## src/rtl/traffic_pkg.sv

```systemverilog
// Shared types and default timing constants for the traffic sensor conditioning path.
package traffic_pkg;

  typedef enum logic [1:0] {
    IDLE   = 2'd0,
    ACTIVE = 2'd1,
    HOLD   = 2'd2,
    FAULT  = 2'd3
  } emgcy_state_t;

  localparam int SYNC_STAGES_DEF       = 2;
  localparam int DEBOUNCE_CYCLES_DEF   = 4;
  localparam int EMGCY_HOLD_CYCLES_DEF = 8;
  localparam int EMGCY_MAX_CYCLES_DEF  = 64;

endpackage

```

## src/rtl/sensor_debounce.sv

```systemverilog
// Synchronizer chain followed by a stable-count debouncer for one raw detector input.
module sensor_debounce
  import traffic_pkg::*;
#(
  parameter int SYNC_STAGES     = SYNC_STAGES_DEF,
  parameter int DEBOUNCE_CYCLES = DEBOUNCE_CYCLES_DEF
) (
  input  logic clk,
  input  logic reset_n,
  input  logic raw,
  output logic level
);

  localparam int CW = (DEBOUNCE_CYCLES > 1) ? $clog2(DEBOUNCE_CYCLES) : 1;
  localparam logic [CW-1:0] CNT_LAST = CW'(DEBOUNCE_CYCLES - 1);

  logic [SYNC_STAGES-1:0] sync_q;
  logic [CW-1:0]          stable_cnt;
  logic                   sync_out;

  assign sync_out = sync_q[SYNC_STAGES-1];

  always_ff @(posedge clk) begin
    if (!reset_n) begin
      sync_q <= '0;
    end else begin
      sync_q <= {sync_q[SYNC_STAGES-2:0], raw};
    end
  end

  // Counter only runs while the synchronized input disagrees with the debounced level.
  always_ff @(posedge clk) begin
    if (!reset_n) begin
      level      <= 1'b0;
      stable_cnt <= '0;
    end else if (sync_out == level) begin
      stable_cnt <= '0;
    end else if (stable_cnt == CNT_LAST) begin
      level      <= ~level;
      stable_cnt <= '0;
    end else begin
      stable_cnt <= stable_cnt + CW'(1);
    end
  end

endmodule

```

## src/rtl/traffic_sensor_cond.sv

```systemverilog
// Conditions the raw EW and emergency detectors into the controller's request inputs.
//
// state  | meaning
// IDLE   | no emergency request
// ACTIVE | debounced emergency present, stuck timer running
// HOLD   | emergency dropped, minimum preemption hold running
// FAULT  | detector stuck; preemption forced until reset
module traffic_sensor_cond
  import traffic_pkg::*;
#(
  parameter int SYNC_STAGES       = SYNC_STAGES_DEF,
  parameter int DEBOUNCE_CYCLES   = DEBOUNCE_CYCLES_DEF,
  parameter int EMGCY_HOLD_CYCLES = EMGCY_HOLD_CYCLES_DEF,
  parameter int EMGCY_MAX_CYCLES  = EMGCY_MAX_CYCLES_DEF
) (
  input  logic clk,
  input  logic reset_n,
  input  logic ew_sensor_raw,
  input  logic emgcy_raw,
  input  logic ew_clear,
  output logic ew_sensor,
  output logic emgcy_sensor,
  output logic emgcy_fault
);

  localparam int AW = (EMGCY_MAX_CYCLES > 1) ? $clog2(EMGCY_MAX_CYCLES) : 1;
  localparam int HW = (EMGCY_HOLD_CYCLES > 1) ? $clog2(EMGCY_HOLD_CYCLES) : 1;
  localparam logic [AW-1:0] ACT_LAST  = AW'(EMGCY_MAX_CYCLES - 1);
  localparam logic [HW-1:0] HOLD_LAST = HW'(EMGCY_HOLD_CYCLES - 1);

  logic ew_db;
  logic emgcy_db;

  emgcy_state_t  state_q, state_d;
  logic [AW-1:0] act_cnt_q, act_cnt_d;
  logic [HW-1:0] hold_cnt_q, hold_cnt_d;

  sensor_debounce #(
    .SYNC_STAGES     (SYNC_STAGES),
    .DEBOUNCE_CYCLES (DEBOUNCE_CYCLES)
  ) u_ew_db (
    .clk     (clk),
    .reset_n (reset_n),
    .raw     (ew_sensor_raw),
    .level   (ew_db)
  );

  sensor_debounce #(
    .SYNC_STAGES     (SYNC_STAGES),
    .DEBOUNCE_CYCLES (DEBOUNCE_CYCLES)
  ) u_emgcy_db (
    .clk     (clk),
    .reset_n (reset_n),
    .raw     (emgcy_raw),
    .level   (emgcy_db)
  );

  // A vehicle still present re-asserts the request even while EW is being served.
  always_ff @(posedge clk) begin
    if (!reset_n) begin
      ew_sensor <= 1'b0;
    end else begin
      ew_sensor <= ew_db | (ew_sensor & ~ew_clear);
    end
  end

  always_ff @(posedge clk) begin
    if (!reset_n) begin
      state_q      <= IDLE;
      act_cnt_q    <= '0;
      hold_cnt_q   <= '0;
      emgcy_sensor <= 1'b0;
      emgcy_fault  <= 1'b0;
    end else begin
      state_q      <= state_d;
      act_cnt_q    <= act_cnt_d;
      hold_cnt_q   <= hold_cnt_d;
      emgcy_sensor <= (state_d != IDLE);
      emgcy_fault  <= (state_d == FAULT);
    end
  end

  // Detector dropping is checked before the stuck limit so a timely release goes to HOLD.
  always_comb begin
    state_d    = state_q;
    act_cnt_d  = act_cnt_q;
    hold_cnt_d = hold_cnt_q;
    case (state_q)
      IDLE: begin
        if (emgcy_db) begin
          state_d   = ACTIVE;
          act_cnt_d = '0;
        end
      end
      ACTIVE: begin
        if (!emgcy_db) begin
          state_d    = HOLD;
          hold_cnt_d = HOLD_LAST;
        end else if (act_cnt_q == ACT_LAST) begin
          state_d = FAULT;
        end else begin
          act_cnt_d = act_cnt_q + AW'(1);
        end
      end
      HOLD: begin
        if (emgcy_db) begin
          state_d   = ACTIVE;
          act_cnt_d = '0;
        end else if (hold_cnt_q == '0) begin
          state_d = IDLE;
        end else begin
          hold_cnt_d = hold_cnt_q - HW'(1);
        end
      end
      FAULT: begin
        state_d = FAULT;
      end
      default: begin
        state_d = IDLE;
      end
    endcase
  end

endmodule
```

## config.mk

```make
export PLATFORM = sky130hd
export DESIGN_NAME = traffic_sensor_cond
export DESIGN_NICKNAME = d
export VERILOG_FILES = /design/src/rtl/traffic_pkg.sv /design/src/rtl/sensor_debounce.sv /design/src/rtl/traffic_sensor_cond.sv
export SDC_FILE = /design/constraint.sdc
export NUM_CORES = 1
export LEC_CHECK = 0
export CAP_MARGIN = 30
export CORE_MARGIN = 2
export CORE_UTILIZATION = 45
export DETAILED_ROUTE_END_ITERATION = 6
export GPL_ROUTABILITY_DRIVEN = 0
export SLEW_MARGIN = 20
export SYNTH_ARGS = -nofsm -noshare
export SYNTH_HDL_FRONTEND = slang
export SYNTH_HIERARCHICAL = 1
export SYNTH_SLANG_ARGS = --single-unit
```

## constraint.sdc

```tcl
create_clock -name clk -period 1.9 [get_ports clk]
set_input_delay 0.38 -clock clk [delete_from_list [all_inputs] [get_ports clk]]
set_output_delay 0.38 -clock clk [all_outputs]
set_load 0.01 [all_outputs]
```

==> report_table.html <==
<table>
<tr><th>Metric</th><th>Value</th></tr>
<tr><th colspan="2">Outcome</th></tr>
<tr><td>Outcome</td><td>finished, final reports clean</td></tr>
<tr><th colspan="2">Power</th></tr>
<tr><td>Total power after layout</td><td>approximately 0.00081 W</td></tr>
<tr><td>Gate power share</td><td>3.2%</td></tr>
<tr><td>Largest vdd supply drop</td><td>461.8 uV</td></tr>
<tr><td>Part of the total power dissipated in the clock network</td><td>approximately a third</td></tr>
<tr><td>Pint</td><td>about 0.00064 W</td></tr>
<tr><td>Switching share of power</td><td>around a fifth</td></tr>
<tr><td>Lkg Pwr</td><td>~0.43 nW</td></tr>
<tr><td>Pwr Density</td><td>672.3 nW/um^2</td></tr>
<tr><td>Total net switching power</td><td>~0.00017 W</td></tr>
<tr><td>Relative contribution of sequential cells to total power</td><td>63.2%</td></tr>
<tr><th colspan="2">Clocking</th></tr>
<tr><td>Count of H-tree levels built during CTS</td><td>1</td></tr>
<tr><td>Buffer type at the clock tree root</td><td>sky130_fd_sc_hd__clkbuf_4</td></tr>
<tr><td>TritonCTS buffer count</td><td>3</td></tr>
<tr><td>Number of buffers inserted by hold repair at cts</td><td>0</td></tr>
<tr><td>Setup Buffers After CTS</td><td>0</td></tr>
<tr><td>Clk sink count</td><td>24</td></tr>
<tr><td>Clock latency at the later pin of the worst-skew pair</td><td>roughly 0.31 ns</td></tr>
<tr><td>CTS tree</td><td>built</td></tr>
<tr><td>CTS max path bufs</td><td>2</td></tr>
<tr><td>Post-CTS Resized</td><td>0</td></tr>
<tr><td>Register clock-pin slew on the reported worst setup and hold paths</td><td>around 0.13 ns</td></tr>
<tr><th colspan="2">STA</th></tr>
<tr><td>Ratio of final minimum period to clock period</td><td>a little over four fifths</td></tr>
<tr><td>RSZ-0062 raised after global routing</td><td>no</td></tr>
<tr><td>Final number of max-transition violations</td><td>0</td></tr>
<tr><td>Transition at the pin with the smallest max-transition slack</td><td>around 0.41 ns</td></tr>
<tr><td>Final setup fails</td><td>0</td></tr>
<tr><td>Setup TNS</td><td>0 ns</td></tr>
<tr><td>Total count of hold-check failures in the final report</td><td>0</td></tr>
<tr><td>Maximum clock frequency</td><td>627.3 MHz</td></tr>
<tr><td>Worst clock skew on the final layout</td><td>around 0.0092 ns</td></tr>
<tr><td>Tmin final</td><td>around 1.6 ns</td></tr>
<tr><td>Relative slew margins</td><td>approximately 73%</td></tr>
<tr><th colspan="2">Worst setup path</th></tr>
<tr><td>Buf+Inv Stages, Crit Path</td><td>1</td></tr>
<tr><td>Startpoint Class</td><td>register</td></tr>
<tr><td>Critical Setup Path Class</td><td>register to primary output</td></tr>
<tr><td>Required time worst endpoint</td><td>about 1.5 ns</td></tr>
<tr><td>CP max stage delay</td><td>between 0.5 and 0.6 ns</td></tr>
<tr><td>Worst path slowest cell</td><td>sky130_fd_sc_hd__clkdlybuf4s50_1</td></tr>
<tr><td>Peak fanout along the critical path</td><td>2</td></tr>
<tr><td>Arrival time of data at the critical path endpoint</td><td>1.21 ns</td></tr>
<tr><td>Critical path, cell by cell</td><td>clkdlybuf4s50_1</td></tr>
<tr><td>Gate family responsible for the most delay along the worst path</td><td>buffers and inverters</td></tr>
<tr><td>Nature of the critical path endpoint</td><td>primary output</td></tr>
<tr><th colspan="2">Global routing</th></tr>
<tr><td>Antenna violations before repair</td><td>0</td></tr>
<tr><td>First-pass GRT wire length</td><td>roughly 3100 um</td></tr>
<tr><td>GR Util All Layers</td><td>15.33%</td></tr>
<tr><td>GR met1 Demand/Resource</td><td>21.20%</td></tr>
<tr><td>Overall overflow remaining after global route</td><td>0</td></tr>
<tr><td>Met2 track utilization from global routing</td><td>approximately 23%</td></tr>
<tr><td>Busiest layer in global routing</td><td>met2</td></tr>
<tr><td>Maximum number of pins on one net before global-route repair</td><td>14</td></tr>
<tr><td>Via count of the first global-routing pass</td><td>approximately 700</td></tr>
<tr><td>Met3 Track Usage GR</td><td>3.161%</td></tr>
<tr><th colspan="2">Floorplanning</th></tr>
<tr><td>Count of boundary I/O pins</td><td>8</td></tr>
<tr><td>Starting Density</td><td>a little under half</td></tr>
<tr><td>Die span in y</td><td>approximately 52 um</td></tr>
<tr><td>Row Count</td><td>17</td></tr>
<tr><td>Width of the die</td><td>52.10 um</td></tr>
<tr><td>Area of the die</td><td>approximately 2700 um^2</td></tr>
<tr><td>Core area</td><td>2191 um^2</td></tr>
<tr><th colspan="2">Placed design</th></tr>
<tr><td>IO buf count</td><td>7</td></tr>
<tr><td>DP Wirelength</td><td>roughly 1300 um</td></tr>
<tr><th colspan="2">Synth</th></tr>
<tr><td>Number of flops mapped to enable cells by yosys</td><td>0</td></tr>
<tr><td>Sequential area share after synthesis</td><td>46.15%</td></tr>
<tr><td>Synth Instances</td><td>between 100 and 150</td></tr>
<tr><td>Post-Syn Nets</td><td>~120</td></tr>
<tr><td>Library cells used by synthesis</td><td>37</td></tr>
<tr><td>Most used flip-flop cell after synthesis</td><td>sky130_fd_sc_hd__dfxtp_1</td></tr>
<tr><td>Total of flip-flops plus latches after synthesis</td><td>24</td></tr>
<tr><td>Mean Syn Cell Area</td><td>about 9.6 um^2</td></tr>
<tr><td>Share of flip-flops with an asynchronous set or reset</td><td>0%</td></tr>
<tr><td>Post-synthesis instance area</td><td>1041 um^2</td></tr>
<tr><td>Yosys warning count</td><td>6</td></tr>
<tr><th colspan="2">Drt</th></tr>
<tr><td>Routed via count</td><td>slightly above 800</td></tr>
<tr><td>Initial DRC Count</td><td>11</td></tr>
<tr><td>DRT Wirelength</td><td>1827 um</td></tr>
<tr><td>Detailed-router iteration count before antenna repair</td><td>4</td></tr>
<tr><td>Drc violations</td><td>0</td></tr>
<tr><td>Vias/cell</td><td>5.430</td></tr>
<tr><td>Avg WL per Cell</td><td>about 12 um</td></tr>
<tr><td>Post-detailed-route count of antenna-violating nets</td><td>0</td></tr>
<tr><th colspan="2">Worst hold path</th></tr>
<tr><td>Class of the tightest hold or removal check</td><td>register to register</td></tr>
<tr><th colspan="2">Cells and area</th></tr>
<tr><td>Count of inserted antenna diode cells</td><td>0</td></tr>
<tr><td>Area Growth Syn to Fin</td><td>15.38%</td></tr>
<tr><td>Nets</td><td>132</td></tr>
<tr><td>Share of cells above drive strength 1</td><td>around 12%</td></tr>
<tr><th colspan="2">Run</th></tr>
<tr><td>Count of maximum capacitance violations</td><td>0</td></tr>
</table>
-- layout by cell type (no fill, tap or decap), drive strengths merged, types with 2 or more instances in the layout --
cell / synthesis / final
a211oi: 3 / 3
a21oi: 6 / 6
a31oi: 3 / 3
and2: 4 / 4
and3: 2 / 2
and4bb: 2 / 2
buf: 0 / 4
clkbuf: 3 / 4
clkdlybuf4s50: 0 / 7
dfxtp: 24 / 24
ha: 5 / 5
inv: 6 / 6
mux2i: 2 / 2
nand2: 7 / 7
nand2b: 3 / 3
nand3: 4 / 4
nor2: 5 / 5
nor2b: 3 / 3
nor4: 2 / 2
nor4b: 2 / 2
o21ai: 6 / 6
o22ai: 2 / 2
xnor2: 2 / 2
-- kinds of logic after synthesis --
| logic type | Yosys count | share of synthesized area, % |
|---|---|---|
| AO/OA/AOI/OAI | 28 | 17.55 |
| XOR/XNOR | 2 | 1.683 |
| adder cells (fa/ha/maj) | 5 | 6.010 |
| buffers and inverters | 9 | 3.245 |
| flip-flops | 24 | 46.15 |
| multiplexers | 2 | 1.923 |
| AND/OR/NAND/NOR | 39 | 23.44 |
-- per-layer routing --
metal  wire length (um)  part of all wire, %  vias to the layer above
met5                  0                    0                        -
met2                799                   44                       12
met1                940                   51                      374
met4                 17                 0.93                        0
li1                   -                    -                      421
met3                 69                  3.8                        2
-- layout make-up --
class	count	area, um^2
clock buffer	4	36.28
fill	199	989.7
inverter	6	22.52
multi-input combinational	76	526.8
sequential	24	480.5
tap	28	35.03
timing repair buffer	11	100.1
-- synthesized netlist by cell type, types with 2 or more instances --
master                     number  share of area, %
sky130_fd_sc_hd__a211oi_1       3               2.2
sky130_fd_sc_hd__a21oi_1        6               2.9
sky130_fd_sc_hd__a31oi_1        3               1.8
sky130_fd_sc_hd__and2_1         4               2.4
sky130_fd_sc_hd__and4bb_2       2               2.4
sky130_fd_sc_hd__clkbuf_1       3               1.1
sky130_fd_sc_hd__dfxtp_1       24                46
sky130_fd_sc_hd__ha_1           5               6.0
sky130_fd_sc_hd__inv_1          5               1.8
sky130_fd_sc_hd__mux2i_1        2               1.9
sky130_fd_sc_hd__nand2_1        7               2.5
sky130_fd_sc_hd__nand2b_1       3               1.8
sky130_fd_sc_hd__nand3_1        4               1.9
sky130_fd_sc_hd__nor2_1         5               1.8
sky130_fd_sc_hd__nor2b_1        3               1.8
sky130_fd_sc_hd__nor4b_1        2               1.7
sky130_fd_sc_hd__o21ai_0        6               2.9
sky130_fd_sc_hd__o22ai_1        2               1.2
sky130_fd_sc_hd__xnor2_1        2               1.7
-- registers in the layout (all words and copies together) (netlist names) --
| signal | flops |
|---|---|
| u_emgcy_db/stable_cnt | 2 |
| state_q | 2 |
| u_emgcy_db/sync_q | 2 |
| emgcy_sensor | 1 |
| ew_sensor | 1 |
| u_ew_db/stable_cnt | 2 |
| emgcy_fault | 1 |
| act_cnt_q | 6 |
| u_emgcy_db/level | 1 |
| u_ew_db/level | 1 |
| u_ew_db/sync_q | 2 |
| hold_cnt_q | 3 |
-- path summary, 6_finish.rpt --
kind / from / endpoint / slack, ns / cells past startpoint
worst min register to register: u_ew_db/stable_cnt[0] / u_ew_db/stable_cnt[0] / 0.44 / 1
worst min-delay path: u_ew_db/stable_cnt[0] / u_ew_db/stable_cnt[0] / 0.44 / 1
worst max register to register: hold_cnt_q[0] / hold_cnt_q[2] / 0.38 / 6
worst max-delay path: ew_sensor / ew_sensor / 0.31 / 1
-- power groups by stage --
stage | clock (W) | sequential, W | combinational (W)
finish | 0.000271 | 0.000511 | 0.0000256
global route | 0.000298 | 0.000511 | 0.0000280
CTS | 0.000275 | 0.000511 | 0.0000259
detailed placement | 0 | 0.000522 | 0.0000258
global placement | 0 | 0.000522 | 0.0000247
floorplan | 0 | 0.000521 | 0.0000118
-- per-stage QoR --
step	utilization, %	instance area, um^2	cells	setup WS (ns)	hold slack [ns]
3_3_place_gp	53.17	1165	145	0.4289	0.4143
5_1_grt	54.83	1201	149	0.2369	0.4582
4_1_cts	54.83	1201	149	0.2842	0.4481
3_5_place_dp	53.17	1165	145	0.3651	0.4181
2_1_floorplan	-	1041	109	0.5648	0.4051
6_report	54.83	1201	149	0.3059	0.4444
No activity file was read; power rests on OpenSTA's default activity.
